File: src/rtl/pc_jump_unit.sv
// Hack program counter with jump-condition evaluation.
// Optional tight-loop halt flag: define PC_HALT_DETECT_EN.
module pc_jump_unit #(
  parameter int WIDTH = 16,
  parameter logic [WIDTH-1:0] RESET_ADDR = '0
) (
  input  logic             clk,
  input  logic             reset,
  input  logic [WIDTH-1:0] in,
  input  logic             is_c,
  input  logic [2:0]       jump,
  input  logic             zr,
  input  logic             ng,
  input  logic             enable,
  output logic [WIDTH-1:0] out,
  output logic             taken,
  output logic             jumped,
  output logic             halted
);

  logic [WIDTH-1:0] out_q;
  logic [WIDTH-1:0] out_d;
  logic             jumped_q;
  logic             jumped_d;

  // jump condition; j1=lt, j2=eq, j3=gt
  always_comb begin
    taken = is_c & ((jump[2] & ng)
          | (jump[1] & zr)
          | (jump[0] & ~ng & ~zr));
  end

  // next state for an enabled, non-reset edge
  always_comb begin
    out_d    = out_q + {{(WIDTH-1){1'b0}}, 1'b1};
    jumped_d = 1'b0;
    if (taken) begin
      out_d    = in;
      jumped_d = 1'b1;
    end
  end

  // pc and jumped registers; reset beats enable
  always_ff @(posedge clk) begin
    if (reset) begin
      out_q    <= RESET_ADDR;
      jumped_q <= 1'b0;
    end else if (enable) begin
      out_q    <= out_d;
      jumped_q <= jumped_d;
    end
  end

`ifdef PC_HALT_DETECT_EN
  logic halted_q;
  logic halted_d;

  // sticky flag: jump onto itself
  always_comb begin
    halted_d = halted_q | (taken & (in == out_q));
  end

  // halt register, cleared only by reset
  always_ff @(posedge clk) begin
    if (reset) begin
      halted_q <= 1'b0;
    end else if (enable) begin
      halted_q <= halted_d;
    end
  end

  assign halted = halted_q;
`else
  assign halted = 1'b0;
`endif

  assign out    = out_q;
  assign jumped = jumped_q;

endmodule

File: config.mk
export PLATFORM = sky130hd
export DESIGN_NAME = pc_jump_unit
export DESIGN_NICKNAME = d
export VERILOG_FILES = /design/src/rtl/pc_jump_unit.sv
export SDC_FILE = /design/constraint.sdc
export NUM_CORES = 1
export LEC_CHECK = 0
export BUFFER_PORTS_ARGS = -buffer_cell sky130_fd_sc_hd__buf_4
export CORE_AREA = 3 3 53 55
export DETAILED_ROUTE_END_ITERATION = 12
export DIE_AREA = 0 0 56 58
export MAX_ROUTING_LAYER = met4
export PLACE_DENSITY = 0.77
export REMOVE_ABC_BUFFERS = 1
export SETUP_SLACK_MARGIN = 0.5
export SYNTH_ARGS = -nofsm -noshare
export SYNTH_HDL_FRONTEND = slang
export SYNTH_SLANG_ARGS = --single-unit
File: constraint.sdc
create_clock -name clk -period 2.1 [get_ports clk]
set_clock_uncertainty 0.1 [all_clocks]
set_input_delay 0.21 -clock clk [delete_from_list [all_inputs] [get_ports clk]]
set_output_delay 0.21 -clock clk [all_outputs]
set_load 0.005 [all_outputs]
## Word level (Yosys, flattened, before mapping)

Index checks and enable logic that the tools add are counted.

| cells by class | value |
|---|---|
| div/mod/pow operators | 0 |
| bitwise operators | 9 |
| shift-type cells | 0 |
| multipliers | 0 |
| $add $sub $neg | 1 |
| reduce and logical (&&, ||, !) cells | 0 |
| equal/unequal tests | 0 |
| multiplexer cells | 2 |
| order comparisons | 0 |

Operators with widths:

| cell | count |
|---|---|
| adder 16 x 1 -> 16 bit (second input constant) | 1 |
| two-way mux 16 bit | 1 |
| AND 1 bit | 5 |
| NOT 1 bit | 2 |
| bitwise OR 1 bit | 2 |
| two-way mux 1 bit | 1 |

| storage, ports and cells | value |
|---|---|
| RAM bits | 0 |
| memory bits (read-only) | 0 |
| register bits after elaboration | 17 |
| latch bits | 0 |
| input port bits | 25 |
| word-level logic and storage cells | 14 |
| output and inout bits | 19 |
| memories kept | 0 |

## Longest topological paths before layout

| logic depth | value |
|---|---|
| depth after elaboration | 6 |
| mapped depth | 6 |
| gate-level depth less buffers | 5 |

## Least setup slack after synthesis

Ideal clock, no wire load.

| timing | value |
|---|---|
| path kind | reg-to-reg |
| start | reg out_q[4], in the netlist out[4] |
| end | reg out_q[15], in the netlist out[15] |
| library setup time | 0.074 ns |
| cell stages (with the launch flop) | 6 |
| period minus slack after synthesis | 1.913 ns |
| data arrival time | 1.739 ns |
| path slack | 0.187 ns |
| path buffers | 1 |
| path through | dfxtp_1 -> clkbuf_2 -> inv_1 -> or4_4 -> or4_1 -> a31oi_1 |

| on the way | value |
|---|---|
| word-level cells in the longest chain between the ends | 2 |

Ends and longest elaborated chain:

| element | line | RTL |
|---|---|---|
| from (decl) | 21 | `logic [WIDTH-1:0] out_q;` |
| from (signal assigned) | 49 | `out_q <= out_d;` |
| adder 16 x 1 -> 16 bit | 35 | `out_d = out_q + {{(WIDTH-1){1'b0}}, 1'b1};` |
| two-way mux 16 bit | 37 | `if (taken) begin` |

Every way passes these cells.
A chain may end at the register's enable or synchronous reset.

## Final worst setup path

| timing | value |
|---|---|
| start | reg out_q[10], in the netlist out[10] |
| end | reg out_q[13], in the netlist out[13] |

Same word-level chain as after synthesis.

==> run metrics <==
status finished, final reports clean; Cells after DPL 210; routed wire length between 3000 and 4000 um; WL per Instance 15.9 um; most common cell after layout, fill and taps aside buf_4; Core ar. ~2400 um^2; clk root buf clkbuf_4; Yosys Warn Count 0; Pleak 0.000759 uW; Slew Viols, Final 0; EDFF count, synth 0; routed vias roughly 1,400; Total GRT Usage 24.0%; DIE HEIGHT 58 um; CTS tree done; top cells by area, synth dfxtp_1 (30%), mux2i_1 (8.7%), nand4_1 (3.8%); sequential area share after synthesis 29.5%; Max Clk Rate between 0.5 and 0.6 GHz; pin count of the biggest net entering global routing 31; post-route cell area 1790 um^2; count of different cell masters after synthesis 43; ANT nets after route 0; Peak VDD IR around 340 uV; critical path endpoint category register; CP Class reg -> reg; worst-skew pair later-pin latency 0.29 ns; # rows 18; Die X approximately 56 um; crit-path max FO 3; Net Sw Frac between 30% and 40%; Area after DPL 1500 um^2; drc violations 0; Post-Layout Cell Count between 200 and 250; antenna cell count 0; commonest cells after routing, fill and taps aside buf_4 (69), mux2i_1 (10), inv_1 (8), nor2_1 (8), dfxtp_4 (8); Int Power 523 uW; most frequently used flop master after synthesis dfxtp_1; Vias/cell 6.03; CTS sink count 17; Area growth, synth to finish 54.9%; synthesized cell area around 1200 um^2; P per Cell Area about 420 nW/um^2; Filler cells 169; IO buf count 42; HPWL Detailed 2370 um; startpoint types register; Yosys top cell area share 29.5%; Pwr Total 751 uW; crit path DAT 1.92 ns; H-Tree Depth 1; Syn Inst Count 144; register area 377 um^2; number of max-cap violations 0; CTS Buf Count 3; final cycle utilization of the critical path 85.4%; Hold WC Path Type in -> reg; GP Congestion between 0.8 and 0.9; Initial Util between 40% and 50%; fin crit period around 1.8 ns; Seq cells post-synth 17; share of power burned in registers 47.8%; post-synth top area cell dfxtp_1; Final nets approximately 230; footprint of the multi-input gates 785 um^2; clk buf depth 2; first-pass GRT wire length about 6200 um; asr flop ratio synth 0%; CP required approximately 2.2 ns; Setup-failing EPs final 0; initial DRC count 69; clock transition at the registers of the reported paths 0.11 ns; Final Hold Viols 0; Clock power frac 24.8%; combinational power share 27.4%; vias in the first global route 1,418; die area 3250 um^2; Hold Slack slightly below 0.08 ns; synthesized area per cell 8.00 um^2; final core occ 73.4%; fraction of layout cells with a size suffix above 1 around half; net switching power about 230 uW; Top-Level Pins 44; RSZ-0062 raised after global routing true; gr ovfl total 0; Pre-Repair DR Iteration Count 4; initial antenna violation count 0; hold_buf cts 0
==> critical path, stage by stage (launching register included) <==
cell and delay (ns):
dfxtp_2 0.37, nand4_1 0.11, or4_1 0.53, or4b_1 0.47, a31oi_1 0.14
==> layer usage <==
metal	wire [um]	GRT usage, %
met2	1920	41.4
met4	38	9.83
met1	1560	28.1
met3	227	3.56
met5	0	-
==> flip-flops by register name, indices dropped and copies added (netlist names) <==
name	cells
out	16
jumped	1
==> through the flow <==
step,worst slack [ns],TNS [ns]
2_1_floorplan,-0.706,-5.56
3_3_place_gp,0.207,0
3_5_place_dp,0.108,0
4_1_cts,0.326,0
5_1_grt,0.203,0
6_report,0.307,0
==> logic make-up after synthesis <==
family / share of synthesized area, %
muxes: 8.69
DFF: 29.5
adders and majority gates: 1.09
AOI/OAI and AO/OA: 22.3
other: 0.325
and+or+nand+nor: 30.4
buffers and inverters: 7.71
==> repair_timing <==
item                                    in CTS  in global routing
endpoints found under the setup margin       8                  9
buffers inserted                            20                  1
pin swaps                                   11                  3
gates resized for setup                     26                  7
==> cells in the mapped netlist (2+ instances only) <==
| cell type | n |
|---|---|
| a21boi_0 | 4 |
| a221oi_1 | 2 |
| a311oi_1 | 2 |
| a31oi_1 | 6 |
| buf_2 | 3 |
| clkbuf_1 | 6 |
| clkbuf_2 | 2 |
| dfxtp_1 | 17 |
| inv_1 | 8 |
| mux2i_1 | 10 |
| nand2_1 | 7 |
| nand2b_1 | 3 |
| nand3_1 | 5 |
| nand4_1 | 7 |
| nand4b_1 | 2 |
| nor2_1 | 8 |
| nor2b_1 | 7 |
| nor3_1 | 4 |
| nor3b_1 | 2 |
| nor4_1 | 4 |
| o211ai_1 | 2 |
| o21ai_0 | 5 |
| o2bb2ai_1 | 3 |
| o32ai_1 | 5 |
| or4_1 | 2 |
==> worst paths after layout <==
path	start	end	slack, ns	depth (start not counted)
setup / recovery	out[10]$_SDFFE_PP0P_	out[13]$_SDFFE_PP0P_	0.31	4
hold / removal	in[10]	out[10]$_SDFFE_PP0P_	0.08	3
setup reg to reg	out[10]$_SDFFE_PP0P_	out[13]$_SDFFE_PP0P_	0.31	4
hold reg to reg	jumped$_SDFFE_PP0P_	jumped$_SDFFE_PP0P_	0.41	2
==> final cells by class <==
type                            count  share of cell area, %
Clock inverter                      1                  0.280
Timing Repair Buffer               70                   29.6
Clock buffer                        3                   1.26
Sequential cell                    17                   21.1
Inverter                            8                   1.68
Tap cell                           30                   2.10
Multi-Input combinational cell    106                   43.9
==> power groups by stage <==
stage	logic, uW	clock network, uW	registers (uW)
after floorplan	68.4	0	370
after global placement	166	0	370
after detailed placement	170	0	372
after CTS	201	184	358
after global routing	222	206	362
final	206	186	359
No activity file was read; power rests on OpenSTA's default activity.
